File: src/rtl/attn_sched_pkg.sv
// Shared types for the attention tile scheduler: FSM state encoding and load-target select.
package attn_sched_pkg;

  typedef enum logic [2:0] {
    S_IDLE,
    S_LD_K,
    S_LD_V,
    S_LD_Q,
    S_COMPUTE,
    S_DRAIN,
    S_FIN
  } sched_state_t;

  typedef enum logic [1:0] {
    LD_SEL_K = 2'd0,
    LD_SEL_V = 2'd1,
    LD_SEL_Q = 2'd2
  } ld_sel_t;

  function automatic logic is_load(input sched_state_t s);
    return (s == S_LD_K) || (s == S_LD_V) || (s == S_LD_Q);
  endfunction

endpackage

File: src/rtl/attention_tile_scheduler.sv
// Sequences one attention job through the attention core: K^T/V load once, then per Q tile
// load, wait out the core latency and hand the result downstream. All outputs are registered.
//
// state     | meaning
// IDLE      | waiting for start_i
// LD_K      | requesting K^T tile load
// LD_V      | requesting V tile load
// LD_Q      | requesting Q tile t load
// COMPUTE   | core pipeline running, CORE_LAT cycles
// DRAIN     | R tile t offered downstream
// FIN       | job complete, done_o pulses on exit
module attention_tile_scheduler
  import attn_sched_pkg::*;
#(
  parameter int MAX_Q_TILES = 16,
  parameter int CORE_LAT    = 6,
  parameter int TILE_W      = $clog2(MAX_Q_TILES + 1)
) (
  input  logic              i_clk,
  input  logic              i_rst,
  input  logic              start_i,
  input  logic [TILE_W-1:0] num_q_tiles_i,
  input  logic              reuse_kv_i,
  input  logic              abort_i,
  output logic              ld_req_o,
  output logic [1:0]        ld_sel_o,
  output logic [TILE_W-1:0] ld_tile_o,
  input  logic              ld_ack_i,
  output logic              out_valid_o,
  output logic [TILE_W-1:0] out_tile_o,
  input  logic              out_ready_i,
  output logic              busy_o,
  output logic              done_o,
  output logic              kv_loaded_o
);

  localparam int LAT_W = $clog2(CORE_LAT + 1);
  localparam logic [TILE_W-1:0] MAX_N    = TILE_W'(MAX_Q_TILES);
  localparam logic [LAT_W-1:0]  LAT_LOAD = LAT_W'(CORE_LAT - 1);

  sched_state_t      state_q, state_n;
  logic [TILE_W-1:0] t_q, t_n, n_q, n_n, job_n;
  logic [LAT_W-1:0]  lat_q, lat_n;
  logic              kv_n, req_n, valid_n;
  ld_sel_t           sel_n;
  logic [TILE_W-1:0] ld_tile_n, out_tile_n;
  logic              ld_hs, out_hs, abort_act;

  assign ld_hs     = ld_req_o & ld_ack_i;
  assign out_hs    = out_valid_o & out_ready_i;
  assign abort_act = abort_i && (state_q != S_IDLE) && (state_q != S_FIN);
  assign job_n     = (num_q_tiles_i > MAX_N) ? MAX_N : num_q_tiles_i;

  always_comb begin
    state_n = state_q;
    t_n     = t_q;
    n_n     = n_q;
    lat_n   = lat_q;
    kv_n    = kv_loaded_o;
    case (state_q)
      S_IDLE: begin
        if (start_i) begin
          n_n = job_n;
          t_n = '0;
          if (job_n == '0) begin
            state_n = S_FIN;
          end else if (reuse_kv_i && kv_loaded_o) begin
            state_n = S_LD_Q;
          end else begin
            state_n = S_LD_K;
            kv_n    = 1'b0;
          end
        end
      end
      S_LD_K: if (ld_hs) state_n = S_LD_V;
      S_LD_V: begin
        if (ld_hs) begin
          state_n = S_LD_Q;
          kv_n    = 1'b1;
        end
      end
      S_LD_Q: begin
        if (ld_hs) begin
          state_n = S_COMPUTE;
          lat_n   = LAT_LOAD;
        end
      end
      S_COMPUTE: begin
        if (lat_q == '0) state_n = S_DRAIN;
        else             lat_n   = lat_q - 1'b1;
      end
      S_DRAIN: begin
        if (out_hs) begin
          if (t_q == n_q - TILE_W'(1)) begin
            state_n = S_FIN;
          end else begin
            t_n     = t_q + TILE_W'(1);
            state_n = S_LD_Q;
          end
        end
      end
      S_FIN:   state_n = S_IDLE;
      default: state_n = S_IDLE;
    endcase

    // Abort wins over any handshake; K/V contents are only trusted once V has landed.
    if (abort_act) begin
      state_n = S_IDLE;
      if (state_q == S_LD_K || state_q == S_LD_V) kv_n = 1'b0;
    end

    // A request acked this cycle forces one idle cycle before the next request.
    req_n      = is_load(state_n) && !ld_hs;
    sel_n      = LD_SEL_K;
    ld_tile_n  = '0;
    if (req_n) begin
      if (state_n == S_LD_V) sel_n = LD_SEL_V;
      if (state_n == S_LD_Q) begin
        sel_n     = LD_SEL_Q;
        ld_tile_n = t_n;
      end
    end
    valid_n    = (state_n == S_DRAIN) && !out_hs;
    out_tile_n = valid_n ? t_n : '0;
  end

  always_ff @(posedge i_clk or posedge i_rst) begin
    if (i_rst) begin
      state_q     <= S_IDLE;
      t_q         <= '0;
      n_q         <= '0;
      lat_q       <= '0;
      kv_loaded_o <= 1'b0;
      ld_req_o    <= 1'b0;
      ld_sel_o    <= '0;
      ld_tile_o   <= '0;
      out_valid_o <= 1'b0;
      out_tile_o  <= '0;
      busy_o      <= 1'b0;
      done_o      <= 1'b0;
    end else begin
      state_q     <= state_n;
      t_q         <= t_n;
      n_q         <= n_n;
      lat_q       <= lat_n;
      kv_loaded_o <= kv_n;
      ld_req_o    <= req_n;
      ld_sel_o    <= sel_n;
      ld_tile_o   <= ld_tile_n;
      out_valid_o <= valid_n;
      out_tile_o  <= out_tile_n;
      busy_o      <= (state_n != S_IDLE);
      done_o      <= (state_q == S_FIN);
    end
  end

endmodule

File: config.mk
export PLATFORM = sky130hd
export DESIGN_NAME = attention_tile_scheduler
export DESIGN_NICKNAME = d
export VERILOG_FILES = /design/src/rtl/attn_sched_pkg.sv /design/src/rtl/attention_tile_scheduler.sv
export SDC_FILE = /design/constraint.sdc
export NUM_CORES = 1
export LEC_CHECK = 0
export ABC_CLOCK_PERIOD_IN_PS = 2500
export CAP_MARGIN = 20
export CORE_ASPECT_RATIO = 0.7
export CORE_MARGIN = 2
export CORE_UTILIZATION = 53
export CTS_CLUSTER_SIZE = 10
export DETAILED_ROUTE_END_ITERATION = 10
export PLACE_DENSITY = 0.82
export SLEW_MARGIN = 5
export SYNTH_ARGS = -nofsm -noshare
export SYNTH_HDL_FRONTEND = slang
export SYNTH_SLANG_ARGS = --single-unit
File: constraint.sdc
create_clock -name i_clk -period 2.5 [get_ports i_clk]
set_clock_uncertainty 0.2 [all_clocks]
set_input_delay 0.25 -clock i_clk [delete_from_list [all_inputs] [get_ports i_clk]]
set_output_delay 0.25 -clock i_clk [all_outputs]
set_load 0.005 [all_outputs]
==> results of run 1 <==
==> worst max-delay path, stage by stage, from the launching register on <==
cell,delay [ps]
dfrtp_1,480
buf_4,210
nor4b_2,380
o21ai_2,150
o2111ai_4,100
buf_4,180
inv_2,60
a2111oi_2,360
==> cells in the mapped netlist, types with 4 or more instances <==
cell,count
a21oi_1,10
a31oi_1,4
dfrtp_1,33
ha_1,4
inv_1,8
nand2_1,19
nand2b_1,4
nand3_1,12
nand3b_1,4
nor2_1,15
nor3_1,5
o21ai_0,5
xnor2_1,4
==> cell families after synthesis <==
family / synth area share
xor+xnor: 0.0342
fa+ha+maj: 0.0279
simple gates: 0.232
buf+inv: 0.0503
flops: 0.461
compound gates: 0.178
mux: 0.0168
==> routing by layer <==
layer / share of wire / GRT usage / vias up
met3: 0.082 / 0.0596 / 15
li1: - / - / 728
met1: 0.44 / 0.336 / 739
met5: 0 / 0 / -
met4: 0.024 / 0.133 / 0
met2: 0.45 / 0.399 / 72
==> sequential cells by signal (all words and copies together) (netlist names) <==
signal / cells
ld_tile_o: 5
n_q: 5
out_tile_o: 5
t_q: 5
lat_q: 3
state_q: 3
ld_sel_o: 2
busy_o: 1
done_o: 1
kv_loaded_o: 1
ld_req_o: 1
out_valid_o: 1
==> area by class of cell <==
cell class / instances / share of cell area
Clock buffer: 7 / 0.0384
Clock inverter: 1 / 0.0133
Inverter: 9 / 0.0150
Multi-Input combinational cell: 135 / 0.390
Sequential cell: 33 / 0.367
Tap cell: 38 / 0.0211
Timing Repair Buffer: 37 / 0.155
==> placed cells by master, fill, tap and decap left out, types with 3 or more instances in the layout <==
cell type / n
clkbuf_8: 6
a21oi_1: 10
nand2b_1: 4
dfrtp_1: 33
o21a_1: 3
clkdlybuf4s50_1: 28
xnor2_1: 4
nand3_1: 12
buf_4: 9
mux2i_1: 3
ha_1: 4
nand3b_1: 4
o21ai_0: 5
o211ai_1: 3
and3_1: 3
nor2b_1: 3
nor2_1: 14
a31oi_1: 4
nand2_1: 19
nor3_1: 5
xor2_1: 3
inv_1: 8
==> per-stage QoR <==
stage                     hold slack [ps]  setup slack [ps]  utilization  area [um^2]  power (mW)
after floorplan                       155               548            -         1790        1.38
after detailed placement              309               156        0.668         2130        1.66
after global placement                289               225        0.668         2130        1.61
after CTS                             177               223        0.704         2250        2.19
final                                 156               258        0.705         2250        2.19
after global routing                  210               182        0.705         2250        2.33
==> path summary, 6_finish.rpt <==
kind / start / end / slack [ps] / cells past startpoint
max in group asynchronous: i_rst / done_o$_DFF_PP0_ / 1640 / 3
min reg2reg: lat_q[2]$_DFFE_PP0P_ / lat_q[2]$_DFFE_PP0P_ / 320 / 1
min: i_rst / out_tile_o[0]$_DFF_PP0_ / 160 / 3
max reg2reg: state_q[2]$_DFF_PP0_ / ld_req_o$_DFF_PP0_ / 260 / 7
min in group i_clk: lat_q[2]$_DFFE_PP0P_ / lat_q[2]$_DFFE_PP0P_ / 320 / 1
max: state_q[2]$_DFF_PP0_ / ld_req_o$_DFF_PP0_ / 260 / 7
==> power by group through the flow <==
stage | Sequential, mW | Clock [mW] | Combinational, mW
floorplan | 0.737 | 0 | 0.645
global placement | 0.781 | 0 | 0.825
detailed placement | 0.792 | 0 | 0.865
CTS | 0.783 | 0.528 | 0.878
global route | 0.803 | 0.550 | 0.980
finish | 0.785 | 0.522 | 0.884
==> impl_metrics.env, run 1 <==
export IMPL_syn_cell_area_mm2=0.00179
export IMPL_drv_slew=0
export IMPL_crit_path_end_kind="flop"
export IMPL_gp_congestion=0.917
export IMPL_synth_top_area_share=0.461
export IMPL_root_buffer="clkbuf_8"
export IMPL_die_w_um=73.5
export IMPL_yosys_area_top_type="dfrtp_1"
export IMPL_viasPerCell=5.98
export IMPL_fin_crit_sh=0.897
export IMPL_path_clk_slew_ps=70
export IMPL_synth_ff_type="dfrtp_1"
export IMPL_dr_total_vias=1554
export IMPL_tightest_slew_ps=545
export IMPL_multi_input_area_um2=878
export IMPL_fp_coreArea_mm2=0.00319
export IMPL_drive_gt1_frac=0.117
export IMPL_fin_crit_ps=2240
export IMPL_dp_cells=252
export IMPL_syn_to_final_growth_pct=25.6
export IMPL_nFillCells=230
export IMPL_setup_tns_ps=0
export IMPL_grt_pass1_vias=1512
export IMPL_wl_um=4160
export IMPL_cts_buffers=5
export IMPL_grt_overflow=0
export IMPL_initial_core_util=0.562
export IMPL_stdcell_count=260
export IMPL_seqPwrFrac=0.358
export IMPL_cts_tree="done"
export IMPL_internal_power_mw=1.40
export IMPL_numPortBuffers=28
export IMPL_p_sw_mw=0.786
export IMPL_async_flop_share=1.00
export IMPL_htree_levels=2
export IMPL_std_cell_rows=17
export IMPL_power_leakage_nw=1.03
export IMPL_cts_sinks=33
export IMPL_crit_required_ps=2480
export IMPL_grt_max_degree=34
export IMPL_synth_cell_type_count=47
export IMPL_ys_seq_area_frac=0.461
export IMPL_dr_pass1_iters=5
export IMPL_postSynthCellCount=186
export IMPL_antenna_found_initial=0
export IMPL_p_comb_frac=0.403
export IMPL_ant_nets=0
export IMPL_final_nets=237
export IMPL_cp_arrival_ps=2220
export IMPL_wire_per_inst_um=16.0
export IMPL_synth_edf_count=0
export IMPL_design_die_area_mm2=0.00387
export IMPL_hold_violations=0
export IMPL_register_area_um2=826
export IMPL_critPathKind="reg2reg"
export IMPL_synthTopCellsByArea="dfrtp_1 46%, nand2_1 4.0%, nand3_1 3.4%"
export IMPL_clockBufferDepth=2
export IMPL_power_density_mw_per_mm2=974
export IMPL_path_max_fanout=9
export IMPL_maxCapViolCount=0
export IMPL_post_cts_buffers=0
export IMPL_drtIter0Drc=168
export IMPL_setup_violations=0
export IMPL_timing_slew_headroom=0.636
export IMPL_pwr_share_clk=0.238
export IMPL_irDropWorstVdd_mv=0.754
export IMPL_rsz0062_at_grt="no"
export IMPL_switching_share=0.359
export IMPL_hpwlAfterDp_um=3060
export IMPL_die_h_um=52.6
export IMPL_post_cts_resized=0
export IMPL_route_detailed_drc=0
export IMPL_io_pins=29
export IMPL_syn_area_per_cell_um2=9.63
export IMPL_antenna_cells=0
export IMPL_grt_pass1_wl_um=7260
export IMPL_yosysWarnings=0
export IMPL_status="finished, final reports clean"
export IMPL_grt_usage=0.257
export IMPL_insertion_delay_ps=290
export IMPL_min_path_type="in2async"
export IMPL_cts_hold_buffers=0
export IMPL_setup_worst_path_start_class="flop"
export IMPL_ys_seq_elements=33
export IMPL_max_freq_mhz=446
export IMPL_syn_nets=202
Power figures use the tool's default switching activity.
==> run 2: changes to the inputs <==
--- a/config.mk
+++ b/config.mk
@@ -9,10 +9,11 @@
 export CAP_MARGIN = 20
 export CORE_ASPECT_RATIO = 0.7
 export CORE_MARGIN = 2
-export CORE_UTILIZATION = 53
+export CORE_UTILIZATION = 55
+export CTS_BUF_LIST = sky130_fd_sc_hd__clkbuf_4 sky130_fd_sc_hd__clkbuf_8
 export CTS_CLUSTER_SIZE = 10
 export DETAILED_ROUTE_END_ITERATION = 10
-export PLACE_DENSITY = 0.82
+export PLACE_DENSITY = 0.85
 export SLEW_MARGIN = 5
 export SYNTH_ARGS = -nofsm -noshare
 export SYNTH_HDL_FRONTEND = slang
==> run 2 against run 1 <==
Sequential power rose by 0.5%. Largest power group unchanged. Largest cell class unchanged. Via count is 2.1% higher. Highest routed layer unchanged. Design area fell by 0.28%.
==> impl_metrics.env, run 2 (same netlist as run 1, synthesis figures left out) <==
export IMPL_design_die_area_mm2=0.00374
export IMPL_critPathKind="reg2reg"
export IMPL_wl_um=4230
export IMPL_dpl_cell_area_mm2=0.00212
export IMPL_path_clk_slew_ps=70
export IMPL_fin_crit_ps=2270
export IMPL_drv_slew=0
export IMPL_die_h_um=51.8
export IMPL_hold_violations=0
export IMPL_grt_usage=0.257
export IMPL_grt_pass1_vias=1593
export IMPL_nFillCells=236
export IMPL_post_cts_buffers=0
export IMPL_cp_arrival_ps=2220
export IMPL_drtIter0Drc=187
export IMPL_ant_nets=0
export IMPL_irDropWorstVdd_mv=0.599
export IMPL_grt_max_degree=34
export IMPL_cts_tree="done"
export IMPL_max_freq_mhz=441
export IMPL_min_path_type="in2async"
export IMPL_power_density_mw_per_mm2=981
export IMPL_die_w_um=72.2
export IMPL_viasPerCell=6.12
export IMPL_numPortBuffers=28
export IMPL_cts_sinks=33
export IMPL_timing_slew_headroom=0.626
export IMPL_io_pins=29
export IMPL_hpwlAfterDp_um=3030
export IMPL_setup_tns_ps=0
export IMPL_gp_congestion=0.936
export IMPL_dp_cells=251
export IMPL_insertion_delay_ps=300
export IMPL_most_common_layout_cells="33 x dfrtp_1, 28 x clkdlybuf4s50_1, 19 x nand2_1, 15 x nor2_1, 12 x nand3_1"
export IMPL_wire_per_inst_um=16.3
export IMPL_setup_worst_path_start_class="flop"
export IMPL_design_area_mm2=0.00224
export IMPL_drive_gt1_frac=0.113
export IMPL_clockBufferDepth=2
export IMPL_tightest_slew_ps=560
export IMPL_setup_violations=0
export IMPL_final_nets=236
export IMPL_grt_pass1_wl_um=7190
export IMPL_antenna_found_initial=0
export IMPL_status="finished, final reports clean"
export IMPL_root_buffer="clkbuf_8"
export IMPL_initial_core_util=0.573
export IMPL_grt_overflow=0
export IMPL_cts_hold_buffers=0
export IMPL_final_common_cell="dfrtp_1"
export IMPL_post_cts_resized=0
export IMPL_dr_total_vias=1586
export IMPL_dr_pass1_iters=5
export IMPL_rsz0062_at_grt="no"
export IMPL_cts_buffers=5
export IMPL_fp_coreArea_mm2=0.00313
export IMPL_fin_crit_sh=0.907
export IMPL_route_detailed_drc=0
export IMPL_std_cell_rows=17
export IMPL_stdcell_count=259
export IMPL_crit_path_end_kind="flop"
export IMPL_fin_util=0.717
export IMPL_crit_required_ps=2460
export IMPL_path_max_fanout=9
export IMPL_antenna_cells=0
export IMPL_maxCapViolCount=0
export IMPL_power_leakage_nw=1.02
export IMPL_syn_to_final_growth_pct=25.2
export IMPL_htree_levels=2
export IMPL_holdWs_ps=140
[run 2: worst max-delay path: stages (launching register included)]
cell and delay (ps):
dfrtp_1 480, buf_4 220, or4b_1 680, nand2_1 200, nor2_1 70, o211ai_1 170
a21oi_1 100
[run 2: final cells by class]
class                      count  area, um^2  area share
clock buffer                   7        90.1      0.0402
clock inverter                 1        30.0      0.0134
tap                           38        47.5      0.0212
inverter                       9        33.8      0.0151
multi-input combinational    135         876       0.390
timing repair buffer          36         340       0.152
sequential                    33         826       0.368
[run 2: report_power, final]
| part | leakage, nW | switching (mW) | internal (mW) |
|---|---|---|---|
| Combinational | 0.522 | 0.463 | 0.413 |
| Clock | 0.0619 | 0.202 | 0.336 |
| Sequential | 0.441 | 0.134 | 0.655 |
[run 2: per-layer routing]
metal,up-vias,track usage,share of wire
li1,726,-,-
met1,762,0.338,0.44
met2,81,0.393,0.46
met3,17,0.0523,0.071
met4,0,0.154,0.030
met5,-,0,0
[run 2: path summary, 6_finish.rpt]
kind                                            from                endpoint  slack, ps  depth (start not counted)
worst max-delay path            state_q[2]$_DFF_PP0_  ld_tile_o[4]$_DFF_PP0_        230                          6
worst min-delay path                           i_rst   ld_sel_o[1]$_DFF_PP0_        140                          3
worst max register to register  state_q[2]$_DFF_PP0_  ld_tile_o[4]$_DFF_PP0_        230                          6
worst min register to register  lat_q[0]$_DFFE_PP0P_    lat_q[0]$_DFFE_PP0P_        310                          2
max in group asynchronous                      i_rst        t_q[3]$_DFF_PP0_       1670                          3
min in group i_clk              lat_q[0]$_DFFE_PP0P_    lat_q[0]$_DFFE_PP0P_        310                          2
[run 2: per-stage QoR]
step / power (mW) / worst slack, ps
5_1_grt: 2.33 / 81.8
4_1_cts: 2.20 / 255
6_report: 2.20 / 233
3_3_place_gp: 1.59 / 224
2_1_floorplan: 1.38 / 548
3_5_place_dp: 1.66 / 116
==> run 3: changes to the inputs <==
--- a/config.mk
+++ b/config.mk
@@ -14,6 +14,7 @@
 export CTS_CLUSTER_SIZE = 10
 export DETAILED_ROUTE_END_ITERATION = 10
 export PLACE_DENSITY = 0.85
+export REMOVE_ABC_BUFFERS = 1
 export SLEW_MARGIN = 5
 export SYNTH_ARGS = -nofsm -noshare
 export SYNTH_HDL_FRONTEND = slang
==> run 3 against run 2 <==
Cell count is the same. Non-clock buffer count unchanged. Total power decreased by 5.9%. Worst setup slack improved by 33 ps. Hold slack better by 8.2 ps. Sequential cell count unchanged.
==> impl_metrics.env, run 3 (same netlist as run 1, synthesis figures left out) <==
export IMPL_status="finished, final reports clean"
export IMPL_ant_nets=0
export IMPL_drv_slew=0
export IMPL_initial_core_util=0.573
export IMPL_tightest_slew_ps=593
export IMPL_path_clk_slew_ps=60
export IMPL_hold_violations=0
export IMPL_cts_sinks=33
export IMPL_fp_coreArea_mm2=0.00313
export IMPL_cts_tree="done"
export IMPL_crit_path_end_kind="flop"
export IMPL_die_w_um=72.2
export IMPL_irDropWorstVdd_mv=0.595
export IMPL_power_density_mw_per_mm2=932
export IMPL_gp_congestion=0.979
export IMPL_final_common_cell="dfrtp_1"
export IMPL_root_buffer="clkbuf_8"
export IMPL_cts_buffers=5
export IMPL_critPathTopFamily="compound AO/OA/AOI/OAI gates"
export IMPL_dr_pass1_iters=4
export IMPL_dr_total_vias=1507
export IMPL_io_pins=29
export IMPL_drive_gt1_frac=0.122
export IMPL_grt_overflow=0
export IMPL_min_path_type="in2async"
export IMPL_crit_chain="buf_4 > nor4b_2 > o21ai_2 > o2111ai_4 > buf_4 > inv_2 > a2111oi_2"
export IMPL_grt_max_degree=34
export IMPL_critPathKind="reg2reg"
export IMPL_route_detailed_drc=0
export IMPL_viasPerCell=5.82
export IMPL_syn_to_final_growth_pct=24.1
export IMPL_place_ws_ps=98.2
export IMPL_most_common_layout_cells="33 x dfrtp_1, 28 x clkdlybuf4s50_1, 19 x nand2_1, 14 x nor2_1, 12 x nand3_1"
export IMPL_setup_worst_path_start_class="flop"
export IMPL_grt_pass1_wl_um=6630
export IMPL_final_nets=236
export IMPL_power_leakage_nw=1.01
export IMPL_antenna_found_initial=0
export IMPL_design_die_area_mm2=0.00374
export IMPL_setup_tns_ps=0
export IMPL_layout_setup_ws_ps=266
export IMPL_rsz0062_at_grt="no"
export IMPL_cp_arrival_ps=2210
export IMPL_grt_usage=0.242
export IMPL_die_h_um=51.8
export IMPL_numPortBuffers=28
export IMPL_htree_levels=2
export IMPL_max_freq_mhz=448
export IMPL_crit_top_cell="buf_4"
export IMPL_setup_violations=0
export IMPL_path_max_fanout=8
export IMPL_drtIter0Drc=97
export IMPL_timing_slew_headroom=0.604
export IMPL_fin_crit_ps=2230
export IMPL_hpwlAfterDp_um=3000
export IMPL_crit_required_ps=2470
export IMPL_post_cts_buffers=0
export IMPL_cts_hold_buffers=0
export IMPL_wl_um=4100
export IMPL_fin_crit_sh=0.894
export IMPL_cp_slowest_cell="dfrtp_1"
export IMPL_wire_per_inst_um=15.8
export IMPL_grt_pass1_vias=1440
export IMPL_std_cell_rows=17
export IMPL_cp_num_buf_inv=3
export IMPL_maxCapViolCount=0
export IMPL_clockBufferDepth=2
export IMPL_cpPeakStageDelay_ps=470
export IMPL_antenna_cells=0
export IMPL_insertion_delay_ps=290
export IMPL_post_cts_resized=0
[run 3: layer usage]
| layer | wire length (um) | global-route usage | vias up |
|---|---|---|---|
| met1 | 1850 | 0.319 | 708 |
| li1 | - | - | 733 |
| met5 | 0 | 0 | - |
| met3 | 275 | 0.0833 | 7 |
| met2 | 1920 | 0.367 | 59 |
| met4 | 63 | 0.0943 | 0 |
[run 3: final cells by class]
cell class | instances | area, um^2
Multi-Input combinational cell | 135 | 885
Inverter | 9 | 33.8
Tap cell | 38 | 47.5
Clock buffer | 8 | 91.3
Fill cell | 223 | 903
Sequential cell | 33 | 826
Timing Repair Buffer | 36 | 340
[run 3: worst paths after layout]
kind                       slack [ps]                     end                  from  cells after the start
setup / recovery                  270      ld_req_o$_DFF_PP0_  state_q[1]$_DFF_PP0_                      7
hold / removal                    150    lat_q[1]$_DFFE_PP0P_                 i_rst                      3
setup reg to reg                  270      ld_req_o$_DFF_PP0_  state_q[1]$_DFF_PP0_                      7
hold reg to reg                   320      n_q[4]$_DFFE_PP0P_    n_q[4]$_DFFE_PP0P_                      2
max in group asynchronous        1650  ld_tile_o[1]$_DFF_PP0_                 i_rst                      3
min in group i_clk                320      n_q[4]$_DFFE_PP0P_    n_q[4]$_DFFE_PP0P_                      2
[run 3: worst reg2reg max path: stages, from the launching register on]
cell and delay, ps:
dfrtp_1 470, buf_4 210, nor4b_2 400, o21ai_2 150, o2111ai_4 100, buf_4 190, inv_2 60, a2111oi_2 350
[run 3: report_power, final]
part	switching (mW)	internal (mW)
Clock	0.178	0.230
Sequential	0.124	0.655
Combinational	0.463	0.422
Total	0.766	1.31
[run 3: per-stage QoR]
stage,hold slack (ps),instances,power (mW),area [um^2],utilization
global route,203,259,2.22,2220,0.711
CTS,172,259,2.06,2210,0.708
global placement,284,251,1.60,2120,0.679
detailed placement,312,251,1.65,2120,0.679
finish,148,259,2.07,2220,0.711
floorplan,155,177,1.33,1740,-
